File: src/rtl/mult_div_unit_if.sv
// Request/result bundle between the ALU control decoder and the multiply/divide engine.
// The decoder drives the master side; the engine sits on the slave side.
interface mult_div_unit_if #(
    parameter int WIDTH = 32
);
    logic             multOp;
    logic             divOp;
    logic [WIDTH-1:0] A;
    logic [WIDTH-1:0] B;
    logic [WIDTH-1:0] hi;
    logic [WIDTH-1:0] lo;
    logic             busy;
    logic             done;
    logic             divZero;

    modport master (
        output multOp, divOp, A, B,
        input  hi, lo, busy, done, divZero
    );

    modport slave (
        input  multOp, divOp, A, B,
        output hi, lo, busy, done, divZero
    );
endinterface

File: src/rtl/mult_div_unit.sv
// Sequential signed multiply (radix-2 Booth) / divide (restoring on magnitudes) engine
// owning the architectural hi/lo registers; one iteration per clock, busy/done handshake.
module mult_div_unit #(
    parameter int WIDTH = 32
) (
    input  logic             clk,
    input  logic             reset,
    mult_div_unit_if.slave   bus
);
    localparam int CW = $clog2(WIDTH + 1);

    typedef enum logic [1:0] {IDLE, MULT, DIV, DONE} stateType;

    stateType stateReg, stateNext;

    logic             multPrev, divPrev;
    logic             multStart, divStart;
    logic [CW-1:0]    count;
    logic             lastStep;

    logic [WIDTH-1:0] hiReg, loReg;
    logic             busyReg, doneReg, divZeroReg;

    logic [WIDTH:0]   mcand, acc, accSum, accNext;
    logic [WIDTH-1:0] mq, mqNext;
    logic             qm1, qm1Next;

    logic [WIDTH-1:0] dvs, rem, quo, remNext, quoNext;
    logic [WIDTH:0]   shifted;
    logic             fits;
    logic             negQuo, negRem, zeroPend;
    logic [WIDTH-1:0] absA, absB;

    assign multStart = bus.multOp & ~multPrev;
    assign divStart  = bus.divOp  & ~divPrev;
    assign lastStep  = (count == CW'(1));

    assign absA = bus.A[WIDTH-1] ? (~bus.A + WIDTH'(1)) : bus.A;
    assign absB = bus.B[WIDTH-1] ? (~bus.B + WIDTH'(1)) : bus.B;

    assign bus.hi      = hiReg;
    assign bus.lo      = loReg;
    assign bus.busy    = busyReg;
    assign bus.done    = doneReg;
    assign bus.divZero = divZeroReg;

    always_ff @(posedge clk) begin
        if (reset) stateReg <= IDLE;
        else       stateReg <= stateNext;
    end

    always_comb begin
        stateNext = stateReg;
        case (stateReg)
            IDLE: begin
                if (divStart)       stateNext = DIV;
                else if (multStart) stateNext = MULT;
            end
            MULT:    if (lastStep) stateNext = DONE;
            DIV:     if (zeroPend || lastStep) stateNext = DONE;
            DONE:    stateNext = IDLE;
            default: stateNext = IDLE;
        endcase
    end

    // Booth step: the accumulator carries one extra bit so subtracting -2^(W-1) cannot overflow.
    always_comb begin
        case ({mq[0], qm1})
            2'b01:   accSum = acc + mcand;
            2'b10:   accSum = acc - mcand;
            default: accSum = acc;
        endcase
        accNext = {accSum[WIDTH], accSum[WIDTH:1]};
        mqNext  = {accSum[0], mq[WIDTH-1:1]};
        qm1Next = mq[0];
    end

    // Restoring step; when the trial fits, the true difference is below the divisor so W bits suffice.
    always_comb begin
        shifted = {rem, quo[WIDTH-1]};
        fits    = (shifted >= {1'b0, dvs});
        remNext = fits ? (shifted[WIDTH-1:0] - dvs) : shifted[WIDTH-1:0];
        quoNext = {quo[WIDTH-2:0], fits};
    end

    always_ff @(posedge clk) begin
        if (reset) begin
            hiReg      <= '0;
            loReg      <= '0;
            busyReg    <= 1'b0;
            doneReg    <= 1'b0;
            divZeroReg <= 1'b0;
            multPrev   <= 1'b0;
            divPrev    <= 1'b0;
            count      <= '0;
            zeroPend   <= 1'b0;
        end else begin
            multPrev <= bus.multOp;
            divPrev  <= bus.divOp;
            busyReg  <= (stateNext != IDLE);
            doneReg  <= (stateNext == DONE);
            case (stateReg)
                IDLE: begin
                    if (divStart) begin
                        divZeroReg <= 1'b0;
                        count      <= CW'(WIDTH);
                        dvs        <= absB;
                        quo        <= absA;
                        rem        <= '0;
                        negQuo     <= bus.A[WIDTH-1] ^ bus.B[WIDTH-1];
                        negRem     <= bus.A[WIDTH-1];
                        zeroPend   <= (bus.B == '0);
                    end else if (multStart) begin
                        divZeroReg <= 1'b0;
                        count      <= CW'(WIDTH);
                        mcand      <= {bus.A[WIDTH-1], bus.A};
                        acc        <= '0;
                        mq         <= bus.B;
                        qm1        <= 1'b0;
                    end
                end
                MULT: begin
                    acc   <= accNext;
                    mq    <= mqNext;
                    qm1   <= qm1Next;
                    count <= count - CW'(1);
                    if (lastStep) begin
                        hiReg <= accNext[WIDTH-1:0];
                        loReg <= mqNext;
                    end
                end
                DIV: begin
                    // A zero divisor skips the iterations and leaves hi/lo untouched.
                    if (zeroPend) begin
                        divZeroReg <= 1'b1;
                        zeroPend   <= 1'b0;
                    end else begin
                        rem   <= remNext;
                        quo   <= quoNext;
                        count <= count - CW'(1);
                        if (lastStep) begin
                            loReg <= negQuo ? (~quoNext + WIDTH'(1)) : quoNext;
                            hiReg <= negRem ? (~remNext + WIDTH'(1)) : remNext;
                        end
                    end
                end
                default: ;
            endcase
        end
    end
endmodule

File: src/flat_wrapper.sv
// flat-port wrapper written by rule: the top's interface ports become plain ports
module mult_div_unit_flat 
#(
    parameter int WIDTH = 32
)
  (clk, reset, bus_multOp, bus_divOp, bus_A, bus_B, bus_hi, bus_lo, bus_busy, bus_done, bus_divZero);
  mult_div_unit_if #(.WIDTH(WIDTH)) bus_i ();
  input  logic clk;
  input  logic reset;
  input wire logic [$bits(bus_i.multOp)-1:0] bus_multOp;
  input wire logic [$bits(bus_i.divOp)-1:0] bus_divOp;
  input wire logic [$bits(bus_i.A)-1:0] bus_A;
  input wire logic [$bits(bus_i.B)-1:0] bus_B;
  output wire logic [$bits(bus_i.hi)-1:0] bus_hi;
  output wire logic [$bits(bus_i.lo)-1:0] bus_lo;
  output wire logic [$bits(bus_i.busy)-1:0] bus_busy;
  output wire logic [$bits(bus_i.done)-1:0] bus_done;
  output wire logic [$bits(bus_i.divZero)-1:0] bus_divZero;
  assign bus_i.multOp = bus_multOp;
  assign bus_i.divOp = bus_divOp;
  assign bus_i.A = bus_A;
  assign bus_i.B = bus_B;
  assign bus_hi = bus_i.hi;
  assign bus_lo = bus_i.lo;
  assign bus_busy = bus_i.busy;
  assign bus_done = bus_i.done;
  assign bus_divZero = bus_i.divZero;
  mult_div_unit #(.WIDTH(WIDTH)) u_core (.clk(clk), .reset(reset), .bus(bus_i));
endmodule
File: config.mk
export PLATFORM = sky130hd
export DESIGN_NAME = mult_div_unit_flat
export DESIGN_NICKNAME = d
export VERILOG_FILES = /design/src/rtl/mult_div_unit_if.sv /design/src/rtl/mult_div_unit.sv /design/src/flat_wrapper.sv
export SDC_FILE = /design/constraint.sdc
export NUM_CORES = 1
export LEC_CHECK = 0
export CORE_UTILIZATION = 55
export CTS_BUF_LIST = sky130_fd_sc_hd__clkbuf_4 sky130_fd_sc_hd__clkbuf_8 sky130_fd_sc_hd__clkbuf_16
export CTS_CLUSTER_SIZE = 12
export DETAILED_ROUTE_END_ITERATION = 16
export MAX_ROUTING_LAYER = met4
export PLACE_DENSITY_LB_ADDON = 0.3
export SYNTH_ARGS = -nofsm -noshare
export SYNTH_HDL_FRONTEND = slang
export SYNTH_SLANG_ARGS = --single-unit
File: constraint.sdc
create_clock -name clk -period 7 [get_ports clk]
set_clock_uncertainty 0.05 [all_clocks]
set_input_delay 1.4 -clock clk [delete_from_list [all_inputs] [get_ports clk]]
set_output_delay 1.4 -clock clk [all_outputs]
set_load 0.02 [all_outputs]
==> metrics.cfg <==
[yosys]
synthTopCellsByArea = sky130_fd_sc_hd__edfxtp_1 32%, sky130_fd_sc_hd__dfxtp_1 8.5%, sky130_fd_sc_hd__ha_1 5.2%
syn_area_per_cell_sq_um = 9.04
number_of_enable_flip_flop_cells_after_synthesis = 195
mappedNetlistNets = 2185
syn_area_sq_um = 18400
netlist.top_cell.by_area = sky130_fd_sc_hd__edfxtp_1
synth_warnings = 0
synth_sequential_area_ratio_pct = 40.2
synth.ff_latch_count = 273
synthMostInstantiatedCell = sky130_fd_sc_hd__nor2_1
synth_cells = 2039
post_synth_most_frequent_cells = 217 x sky130_fd_sc_hd__nor2_1, 195 x sky130_fd_sc_hd__edfxtp_1, 192 x sky130_fd_sc_hd__nand2_1, 152 x sky130_fd_sc_hd__a21oi_1, 127 x sky130_fd_sc_hd__o21ai_0
synth.distinct_cells = 82
top_area_cell_type_share_of_the_netlist_area_pct = 31.8
synth_async_sr_flop_share_pct = 0
postSynth.topFlopCell = sky130_fd_sc_hd__edfxtp_1

[route]
drt-total-wl_um = 55800
route.met2.wl_um = 25500
drtPass1Iterations = 6
detailroute.wirelength.met3_um = 4390
highest-signal-layer = met4
postRouteAntennaNets = 0
count_of_unresolved_drc_violations_after_routing = 0
detailed_router_s_first_iteration_violation_count = 1537
met1_wl_um = 24200
vias = 16249
routed_wire_length_per_instance_um = 21.6
routed_via_density = 6.30

[run]
drv.max_cap_violation_count = 0

[clock_network]
cts.clk_slew.worst_paths_ns = 0.06
cts_tree = yes
postCtsHoldBufs = 0
ctsResizeCount = 0
insertion_delay_ns = 0.58
cts.sink_count = 273
postCtsSetupRepairBufs = 0
cts-root-buf = sky130_fd_sc_hd__clkbuf_16
cts.path.max_buffers = 3
cts_inserted_buffers = 31
cts.htree.levels = 1

[layout]
count_of_fill_cells_added_during_filler_insertion = 2764
synthToLayoutAreaGrowth_pct = 14.5
num-nets-final = 2259
instances_no_fill = 2581
finish.utilization_pct = 64.4
post_route_cells_drive_above_1_share_pct = 7.11

[sta]
number_of_failing_setup_endpoints_in_the_final_timing_report = 0
hold_viol = 0
rsz0062_at_grt = no
tightestPinTransition_ns = 1.21
slew_viols_final = 0
worst_hold_slack_ns = 0.413
totalNegativeSetupSlack_ns = 0
final.period_utilization_pct = 79.9
maxSlewHeadroom_pct = 18.8
timing.final.crit_period_ns = 5.59
fmaxAchievable_mhz = 179

[die]
core_region_area_sq_um = 32800
start_util_pct = 56.2
num_io_pins = 135
rows = 66
fp.dieW_um = 185
die_height_um = 185
die-area_sq_um = 34300

[min_path]
hp-class = reg2reg

[placed_design]
place.detailed.hpwl_um = 41800
dpl.cell_count = 2522
place.gp.congestion = 0.950
port_buffers = 134

[global_routing]
wire_length_of_the_first_global_routing_pass_um = 85700
number_of_global_route_vias_before_repair = 14937
number_of_antenna_violations_at_the_first_check_in_global_routing = 2
grt-ovfl-total = 0
grt_start_max_net_pins = 108
grt_usage_pct = 33.5

[critical_path]
critPathArrivalTime_ns = 5.96
crit_path_end_kind = flop
timing.setup.critical_path_class = reg2reg
cp_max_fo = 13
crit_start_category = flop
worst-endpoint-required_ns = 7.37

[power]
p_leak_nw = 7.73
power.density_nw_per_um2 = 369
ir_drop_worst_case_vdd_mv = 0.335

[run_status]
outcome = finished clean

==> cells in the final DEF, fill, tap and decap left out, types with 11 or more instances in the layout <==
cell type / n
sky130_fd_sc_hd__nand2b_1: 27
sky130_fd_sc_hd__mux2i_1: 32
sky130_fd_sc_hd__mux2_2: 38
sky130_fd_sc_hd__a21oi_1: 150
sky130_fd_sc_hd__dfxtp_1: 78
sky130_fd_sc_hd__xor2_1: 88
sky130_fd_sc_hd__edfxtp_1: 195
sky130_fd_sc_hd__or3_1: 19
sky130_fd_sc_hd__o21a_1: 16
sky130_fd_sc_hd__a31oi_1: 22
sky130_fd_sc_hd__o41ai_1: 18
sky130_fd_sc_hd__nor4_1: 23
sky130_fd_sc_hd__o211ai_1: 24
sky130_fd_sc_hd__clkbuf_16: 33
sky130_fd_sc_hd__nor2b_1: 15
sky130_fd_sc_hd__buf_4: 16
sky130_fd_sc_hd__or4_1: 18
sky130_fd_sc_hd__nand3_1: 24
sky130_fd_sc_hd__nor3_1: 42
sky130_fd_sc_hd__xnor2_1: 99
sky130_fd_sc_hd__nand2_1: 192
sky130_fd_sc_hd__or2_2: 14
sky130_fd_sc_hd__and3_1: 11
sky130_fd_sc_hd__nor2_1: 216
sky130_fd_sc_hd__a21o_1: 14
sky130_fd_sc_hd__clkdlybuf4s50_1: 133
sky130_fd_sc_hd__o31ai_1: 44
sky130_fd_sc_hd__nand4_1: 20
sky130_fd_sc_hd__o21ai_0: 126
sky130_fd_sc_hd__inv_1: 76
sky130_fd_sc_hd__a211oi_1: 52
sky130_fd_sc_hd__and2_1: 37
sky130_fd_sc_hd__ha_1: 74
==> power breakdown <==
part           switching [mW]  internal [mW]  leakage [nW]
Clock                   0.688          0.976         0.519
Combinational            2.29           1.35          4.76
Sequential              0.309           2.18          2.45
==> registers in the layout (all words and copies together) (netlist names) <==
signal,count
u_core.bus.divZero,1
u_core.mq,32
u_core.bus.done,1
u_core.dvs,32
u_core.qm1,1
u_core.divPrev,1
u_core.multPrev,1
u_core.rem,32
u_core.acc,32
u_core.negRem,1
u_core.negQuo,1
u_core.mcand,32
u_core.bus.busy,1
u_core.bus.lo,32
u_core.zeroPend,1
u_core.count,6
u_core.stateReg,2
u_core.quo,32
u_core.bus.hi,32
==> through the flow <==
stage          setup slack (ns)  cell area, sq um  power, mW
2_1_floorplan              1.31             18400       4.87
3_3_place_gp               1.68             20100       6.04
3_5_place_dp               1.64             20100       6.08
4_1_cts                    1.54             21100       7.75
5_1_grt                   0.902             21100       8.19
6_report                   1.41             21100       7.79
==> worst paths after layout <==
path                                                startpoint                              to  slack, ns  cells after the start
worst min-delay path            u_core.bus.hi[15]$_SDFFE_PP0P_  u_core.bus.hi[15]$_SDFFE_PP0P_       0.41                      2
worst min register to register  u_core.bus.hi[15]$_SDFFE_PP0P_  u_core.bus.hi[15]$_SDFFE_PP0P_       0.41                      2
worst max-delay path              u_core.rem[23]$_SDFFCE_PN0P_  u_core.bus.hi[30]$_SDFFE_PP0P_       1.41                     18
worst max register to register    u_core.rem[23]$_SDFFCE_PN0P_  u_core.bus.hi[30]$_SDFFE_PP0P_       1.41                     18
==> metal layers <==
| metal | vias to the layer above | global-route usage (%) |
|---|---|---|
| li1 | 7618 | - |
| met1 | 7787 | 45.8 |
| met2 | 739 | 52.1 |
| met3 | 105 | 4.21 |
| met4 | 0 | 9.95 |
| met5 | - | - |
==> cell type report <==
class | count | area [sq um] | share of cell area, %
antenna | 2 | 5.00 | 0.0237
multi-input combinational | 1579 | 10300 | 49.0
timing repair buffer | 150 | 1460 | 6.90
tap | 442 | 553 | 2.62
inverter | 78 | 293 | 1.39
clock buffer | 43 | 907 | 4.30
clock inverter | 14 | 123 | 0.581
sequential | 273 | 7420 | 35.1
==> cells by family after synthesis <==
family                   after synthesis  share of synthesized area (%)
AO/OA/AOI/OAI                        554                           19.4
XOR/XNOR                             187                           8.88
adder cells (fa/ha/maj)               78                           5.37
buffers and inverters                187                           3.96
flip-flops                           273                           40.2
multiplexers                          71                           4.12
AND/OR/NAND/NOR                      689                           18.1
==> critical path: stages (launching register included) <==
cell,delay [ns]
sky130_fd_sc_hd__edfxtp_1,0.42
sky130_fd_sc_hd__ha_1,0.47
sky130_fd_sc_hd__a21oi_1,0.26
sky130_fd_sc_hd__o21ai_0,0.18
sky130_fd_sc_hd__a311oi_1,0.54
sky130_fd_sc_hd__a31oi_1,0.17
sky130_fd_sc_hd__nand3b_2,0.32
sky130_fd_sc_hd__inv_1,0.35
sky130_fd_sc_hd__nor2_1,0.08
sky130_fd_sc_hd__a21oi_1,0.27
sky130_fd_sc_hd__ha_1,0.25
sky130_fd_sc_hd__nand2_1,0.07
sky130_fd_sc_hd__or4_1,0.45
sky130_fd_sc_hd__nor2_1,0.23
sky130_fd_sc_hd__a31oi_1,0.28
sky130_fd_sc_hd__or4_1,0.53
sky130_fd_sc_hd__o21ai_0,0.20
sky130_fd_sc_hd__mux2i_1,0.22
sky130_fd_sc_hd__a21oi_1,0.08
No activity file was read; power rests on OpenSTA's default activity.
